`config.mk`:
```
export PLATFORM = sky130hd
export DESIGN_NAME = imm_encoder_flat
export DESIGN_NICKNAME = d
export VERILOG_FILES = /design/src/rtl/imm_encoder_if.sv /design/src/rtl/imm_encoder.sv /design/src/flat_wrapper.sv
export SDC_FILE = /design/constraint.sdc
export NUM_CORES = 1
export LEC_CHECK = 0
export ABC_AREA = 1
export CAP_MARGIN = 20
export CORE_MARGIN = 1.5
export CORE_UTILIZATION = 35
export DETAILED_ROUTE_END_ITERATION = 7
export MAX_ROUTING_LAYER = met4
export PLACE_DENSITY = 0.58
export SLEW_MARGIN = 25
export SYNTH_ARGS = -nofsm -noshare
export SYNTH_HDL_FRONTEND = slang
export SYNTH_SLANG_ARGS = --single-unit
```
`constraint.sdc`:
```
create_clock -name clk -period 1.5 [get_ports clk]
set_input_delay 0.3 -clock clk [delete_from_list [all_inputs] [get_ports clk]]
set_output_delay 0.3 -clock clk [all_outputs]
set_load 0.02 [all_outputs]
```
`src/rtl/imm_encoder_if.sv`:
```
// imm_encoder_if: request/result handshake bundle for imm_encoder.
// The master side drives requests and accepts results; the slave side is the encoder.
interface imm_encoder_if;
  logic        in_valid;
  logic        in_ready;
  logic [2:0]  in_immsrc;
  logic [31:0] in_imm;
  logic [31:0] in_base;
  logic        out_valid;
  logic        out_ready;
  logic [31:0] out_instr;
  logic        out_err;

  modport master (
    output in_valid, in_immsrc, in_imm, in_base, out_ready,
    input  in_ready, out_valid, out_instr, out_err
  );

  modport slave (
    input  in_valid, in_immsrc, in_imm, in_base, out_ready,
    output in_ready, out_valid, out_instr, out_err
  );
endinterface

```
`src/rtl/imm_encoder.sv`:
```
// imm_encoder: scatters a 32-bit immediate into the RV32I I/S/B/J/U field
// positions of an instruction template, behind a two-stage valid/ready pipe.
// Build option: define IMM_ENC_CHECK_EN to enable range checking, out_err and
// the saturating err_count; without it out_err and err_count read as zero.
module imm_encoder (
  input  logic            clk,
  input  logic            reset_n,
  imm_encoder_if.slave    bus,
  output logic [15:0]     err_count
);

  typedef enum logic [2:0] {
    FMT_I = 3'b000,
    FMT_S = 3'b001,
    FMT_B = 3'b010,
    FMT_J = 3'b011,
    FMT_U = 3'b100
  } fmt_e;

  logic        s1_valid_q, s1_valid_d;
  logic [2:0]  s1_immsrc_q, s1_immsrc_d;
  logic [31:0] s1_imm_q, s1_imm_d;
  logic [31:0] s1_base_q, s1_base_d;

  logic        out_valid_q, out_valid_d;
  logic [31:0] out_instr_q, out_instr_d;

  logic        in_fire;
  logic        s2_load;
  logic        out_fire;
  logic [31:0] packed_instr;

  // Stage 1 can take a request when it is empty or will drain into stage 2 this edge.
  assign bus.in_ready  = !s1_valid_q || !out_valid_q || bus.out_ready;
  assign in_fire       = bus.in_valid && bus.in_ready;
  assign s2_load       = s1_valid_q && (!out_valid_q || bus.out_ready);
  assign out_fire      = out_valid_q && bus.out_ready;
  assign bus.out_valid = out_valid_q;
  assign bus.out_instr = out_instr_q;

  // Stage 1 next state: capture a new request, or empty once its word moves on.
  always_comb begin
    s1_valid_d  = s1_valid_q;
    s1_immsrc_d = s1_immsrc_q;
    s1_imm_d    = s1_imm_q;
    s1_base_d   = s1_base_q;
    if (in_fire) begin
      s1_valid_d  = 1'b1;
      s1_immsrc_d = bus.in_immsrc;
      s1_imm_d    = bus.in_imm;
      s1_base_d   = bus.in_base;
    end else if (s2_load) begin
      s1_valid_d  = 1'b0;
    end
  end

  // Stage 1 registers; reset drops any request in flight.
  always_ff @(posedge clk) begin
    if (!reset_n) begin
      s1_valid_q  <= 1'b0;
      s1_immsrc_q <= 3'b000;
      s1_imm_q    <= 32'h0;
      s1_base_q   <= 32'h0;
    end else begin
      s1_valid_q  <= s1_valid_d;
      s1_immsrc_q <= s1_immsrc_d;
      s1_imm_q    <= s1_imm_d;
      s1_base_q   <= s1_base_d;
    end
  end

  // Scatter immediate bits into the format's field positions over the template.
  always_comb begin
    packed_instr = s1_base_q;
    case (s1_immsrc_q)
      FMT_I: packed_instr[31:20] = s1_imm_q[11:0];
      FMT_S: begin
        packed_instr[31:25] = s1_imm_q[11:5];
        packed_instr[11:7]  = s1_imm_q[4:0];
      end
      FMT_B: begin
        packed_instr[31]    = s1_imm_q[12];
        packed_instr[30:25] = s1_imm_q[10:5];
        packed_instr[11:8]  = s1_imm_q[4:1];
        packed_instr[7]     = s1_imm_q[11];
      end
      FMT_J: begin
        packed_instr[31]    = s1_imm_q[20];
        packed_instr[30:21] = s1_imm_q[10:1];
        packed_instr[20]    = s1_imm_q[11];
        packed_instr[19:12] = s1_imm_q[19:12];
      end
      FMT_U: packed_instr[31:12] = s1_imm_q[31:12];
      default: packed_instr = s1_base_q;
    endcase
  end

  // Stage 2 next state: load the packed word, or go empty after the result is taken.
  always_comb begin
    out_valid_d = out_valid_q;
    out_instr_d = out_instr_q;
    if (s2_load) begin
      out_valid_d = 1'b1;
      out_instr_d = packed_instr;
    end else if (out_fire) begin
      out_valid_d = 1'b0;
    end
  end

  // Stage 2 registers.
  always_ff @(posedge clk) begin
    if (!reset_n) begin
      out_valid_q <= 1'b0;
      out_instr_q <= 32'h0;
    end else begin
      out_valid_q <= out_valid_d;
      out_instr_q <= out_instr_d;
    end
  end

`ifdef IMM_ENC_CHECK_EN
  logic        range_err;
  logic        out_err_q, out_err_d;
  logic [15:0] err_count_q, err_count_d;

  // Flag immediates whose dropped bits are not a pure sign extension (or low bits set).
  always_comb begin
    range_err = 1'b0;
    case (s1_immsrc_q)
      FMT_I, FMT_S: range_err = !(&s1_imm_q[31:11] || ~|s1_imm_q[31:11]);
      FMT_B:        range_err = !(&s1_imm_q[31:12] || ~|s1_imm_q[31:12]) || s1_imm_q[0];
      FMT_J:        range_err = !(&s1_imm_q[31:20] || ~|s1_imm_q[31:20]) || s1_imm_q[0];
      FMT_U:        range_err = |s1_imm_q[11:0];
      default:      range_err = 1'b1;
    endcase
  end

  // Error flag travels with the packed word; the counter sticks at all-ones.
  always_comb begin
    out_err_d   = out_err_q;
    err_count_d = err_count_q;
    if (s2_load) begin
      out_err_d = range_err;
    end
    if (out_fire && out_err_q && (err_count_q != 16'hFFFF)) begin
      err_count_d = err_count_q + 16'd1;
    end
  end

  // Error flag and counter registers.
  always_ff @(posedge clk) begin
    if (!reset_n) begin
      out_err_q   <= 1'b0;
      err_count_q <= 16'h0;
    end else begin
      out_err_q   <= out_err_d;
      err_count_q <= err_count_d;
    end
  end

  assign bus.out_err = out_err_q;
  assign err_count   = err_count_q;
`else
  assign bus.out_err = 1'b0;
  assign err_count   = 16'h0;
`endif

endmodule

```
`src/flat_wrapper.sv`:
```
// flat-port wrapper written by rule: the top's interface ports become plain ports
module imm_encoder_flat 
  (clk, reset_n, err_count, bus_in_valid, bus_in_immsrc, bus_in_imm, bus_in_base, bus_out_ready, bus_in_ready, bus_out_valid, bus_out_instr, bus_out_err);
  imm_encoder_if bus_i ();
  input  logic clk;
  input  logic reset_n;
  output logic [15:0] err_count;
  input wire logic [$bits(bus_i.in_valid)-1:0] bus_in_valid;
  input wire logic [$bits(bus_i.in_immsrc)-1:0] bus_in_immsrc;
  input wire logic [$bits(bus_i.in_imm)-1:0] bus_in_imm;
  input wire logic [$bits(bus_i.in_base)-1:0] bus_in_base;
  input wire logic [$bits(bus_i.out_ready)-1:0] bus_out_ready;
  output wire logic [$bits(bus_i.in_ready)-1:0] bus_in_ready;
  output wire logic [$bits(bus_i.out_valid)-1:0] bus_out_valid;
  output wire logic [$bits(bus_i.out_instr)-1:0] bus_out_instr;
  output wire logic [$bits(bus_i.out_err)-1:0] bus_out_err;
  assign bus_i.in_valid = bus_in_valid;
  assign bus_i.in_immsrc = bus_in_immsrc;
  assign bus_i.in_imm = bus_in_imm;
  assign bus_i.in_base = bus_in_base;
  assign bus_i.out_ready = bus_out_ready;
  assign bus_in_ready = bus_i.in_ready;
  assign bus_out_valid = bus_i.out_valid;
  assign bus_out_instr = bus_i.out_instr;
  assign bus_out_err = bus_i.out_err;
  imm_encoder u_core (.clk(clk), .reset_n(reset_n), .bus(bus_i), .err_count(err_count));
endmodule
```
==> results of run 1 <==
[layout make-up]
type | instances | share of cell area (%)
clock inverter | 7 | 0.969
multi-input combinational | 380 | 30.2
sequential | 101 | 36.4
clock buffer | 9 | 4.05
inverter | 50 | 3.38
timing repair buffer | 123 | 21.7
tap | 143 | 3.22
[repair_timing]
action | 4_1_cts | 5_1_grt
gates resized for setup | 35 | 4
endpoints found under the hold margin | 0 | 0
endpoints found under the setup margin | 34 | 11
[worst reg2reg max path, stage by stage, from the launching register on]
cell and delay (ns):
dfxtp_2 0.36, inv_1 0.15, nand2_1 0.14, o21ai_1 0.18, inv_1 0.14, nand2_1 0.08, nand3_1 0.08, nand2_1 0.07
inv_1 0.04
[routing by layer]
metal,share of wire [%],GRT usage (%)
met2,45,26.4
met4,1.4,4.81
met3,5.4,3.48
met1,49,22.9
met5,0,-
[how the worst max path moves through the flow]
stage                               start                  endpoint  slack [ns]  cells after the start
global placement            bus_out_ready              bus_in_ready       -0.29                      4
finish               u_core.bus.out_valid             bus_out_valid        0.09                      1
CTS                         bus_out_ready              bus_in_ready        0.01                      4
floorplan            u_core.bus.out_valid         u_core.s1_valid_q        0.15                      5
detailed placement          bus_out_ready              bus_in_ready       -0.28                      4
global route        u_core.s1_immsrc_q[1]  u_core.bus.out_instr[29]        0.02                      6
[registers in the layout, indices dropped and copies added, names as in the netlist]
name / cells
u_core.s1_immsrc_q: 3
u_core.bus.out_valid: 1
u_core.s1_valid_q: 1
u_core.s1_imm_q: 32
u_core.bus.out_instr: 32
u_core.s1_base_q: 32
[stage by stage]
step	hold slack [ns]	area (µm²)	utilization, %
2_1_floorplan	0.425	4190	-
3_3_place_gp	0.436	5320	46.4
3_5_place_dp	0.442	5320	46.4
4_1_cts	0.387	5560	48.5
5_1_grt	0.408	5550	48.4
6_report	0.370	5550	48.4
[cell usage after synthesis]
library cell | instances | area, µm²
clkbuf_1 | 13 | 48.8
inv_2 | 3 | 11.3
nand3_2 | 2 | 20.0
o22ai_1 | 6 | 37.5
o21ai_2 | 1 | 8.76
nand2_2 | 1 | 6.26
buf_4 | 20 | 150
nor2_1 | 139 | 522
buf_2 | 16 | 80.1
o21ai_1 | 4 | 20.0
a21oi_1 | 37 | 185
dfxtp_1 | 101 | 2020
conb_1 | 1 | 3.75
o21ai_0 | 94 | 470
nand2_1 | 53 | 199
nor2_4 | 1 | 11.3
nand4_1 | 4 | 25.0
buf_6 | 2 | 22.5
nand3_1 | 21 | 105
inv_1 | 47 | 176
[cell usage in the layout (no fill, tap or decap)]
cell             count
nor2_1             139
dfxtp_1             99
o21ai_0             93
clkdlybuf4s50_1     69
nand2_1             52
inv_1               47
a21oi_1             37
dlygate4sd2_1       33
nand3_1             21
conb_1              17
buf_4               13
clkbuf_16            9
o22ai_1              6
buf_12               6
o21ai_1              5
inv_6                5
nand4_1              4
inv_2                3
nand3_2              2
nand2_2              2
clkinv_2             2
dfxtp_2              2
nor2_4               1
o21ai_2              1
buf_2                1
clkbuf_2             1
[power breakdown]
part / internal [W] / switching (W) / leakage [nW]
combinational: 0.000448 / 0.000555 / 1.53
sequential: 0.00288 / 0.000107 / 0.838
clock: 0.00115 / 0.00106 / 0.141
[logic make-up after synthesis]
logic type / Yosys count / synth area share (%)
simple gates: 221 / 21.5
compound gates: 142 / 17.5
flops: 101 / 49.0
buf+inv: 101 / 11.9
other cells: 1 / 0.0909
==> flow_summary_export.csv, run 1 <==
group,metric,value,unit
outcome,outcome,"finished clean",
setup_path,endpoint_kind,"output pin",
flow_run,max-cap-violations,0,
placement,dp_cells,797,
clock_network,postCtsSetupBuffers,0,
hold_path,hold_depth,3,
floorplanning,num_rows,39,
setup_path,critPathMaxFanout,3,
power_and_ir_drop,p_leak,2.51,nW
grt,grtUsageTotal,17.1,%
timing,setup_ws,0.0876,ns
setup_path,worstPathArrival,1.11,ns
logic_synthesis,ys_warn_count,0,
grt,grt_pass1_vias,3486,
clock_network,clk_pin_slew,0.06,ns
setup_path,r2r_slack,0.17,ns
setup_path,cp_slowest_cell,"dfxtp_1",
floorplanning,dieArea,12400,µm²
grt,antenna_found_initial,0,
placement,place_worst_setup_slack,-0.284,ns
timing,finalSetupViolations,0,
timing,final.setup_skew,0.0113,ns
detailed_routing,vias_per_cell,4.67,
logic_synthesis,netlist_instances,566,
floorplanning,pin_count,122,
clock_network,cts_buffer_depth,2,
layout,drive_gt1_share,7.16,%
placement,port_buffers,104,
logic_synthesis,synth_seq_cells,101,
detailed_routing,first_pass_iters,5,
detailed_routing,vias,3800,
layout,area_growth,34.6,%
hold_path,hp-start,"reset_n",
timing,clock.fmax,0.708,GHz
setup_path,path_buf_inv,1,
timing,tns,0,ns
setup_path,reg2reg_depth,8,
clock_network,cts_made_buffers,9,
logic_synthesis,yosysUniqueCellTypes,20,
setup_path,worstPathRequired,1.20,ns
hold_path,whs_endpoint,"u_core.bus.out_valid",
clock_network,postCtsHoldBufs,0,
timing,finalCritPeriodShare,94.2,%
layout,fill_cells,1162,
floorplanning,start_util,36.0,%
timing,period_needed,1.41,ns
placement,gp_congestion,0.819,
floorplanning,die_h,112,µm
clock_network,cts_tree,"done",
detailed_routing,antenna_left,0,
setup_path,path_cells,"dlygate4sd2_1",
timing,report.final.slew_viol_count,0,
clock_network,clkSinkCount,101,
detailed_routing,drtIter0Drc,193,
hold_path,worstHoldPathType,"in -> reg",
grt,grt_pass1_wl,16800,µm
clock_network,clock_latency,0.34,ns
setup_path,cp_top_family,"flip-flops",
layout,layout.nets,736,
floorplanning,dieWidth,112,µm
layout,diodes,0,
grt,grt_max_degree,54,
clock_network,root_buffer,"clkbuf_16",
power_and_ir_drop,ir_drop,0.000521,V
detailed_routing,route.detailed.drc,0,
logic_synthesis,synthesis.area,4130,µm²
layout,multiInputGateArea,1680,µm²
logic_synthesis,postSynthAreaPerCell,7.29,µm²
setup_path,start_kind,"flop",
timing,finalHoldViolCount,0,
setup_path,slowest_delay,0.39,ns
detailed_routing,routedWlPerCell,12.7,µm
setup_path,r2r_end,"u_core.bus.out_instr[21]",
layout,stdcell_count,813,
setup_path,critPathKind,"reg -> out",
logic_synthesis,yosysSeqAreaShare,49.0,%
setup_path,reg2reg_from,"u_core.s1_immsrc_q[0]",
grt,grt_overflow,0,
placement,post-dp-hpwl,7580,µm
timing,rsz0062_at_grt,"false",
power_and_ir_drop,power.total,0.00619,W
clock_network,h-tree-depth,3,
layout,seq_area,2020,µm²
floorplanning,coreArea,11500,µm²
detailed_routing,wl,10300,µm
power_and_ir_drop,p_per_area,1120,nW/µm²
(Power assumes the default switching activity.)
==> run 2: changes to the inputs <==
--- a/config.mk
+++ b/config.mk
@@ -6,7 +6,6 @@
 export NUM_CORES = 1
 export LEC_CHECK = 0
 export ABC_AREA = 1
-export CAP_MARGIN = 20
 export CORE_MARGIN = 1.5
 export CORE_UTILIZATION = 35
 export DETAILED_ROUTE_END_ITERATION = 7
==> results of run 2 <==
Same layout as run 1: the final DEF is identical, and so are final timing and power.
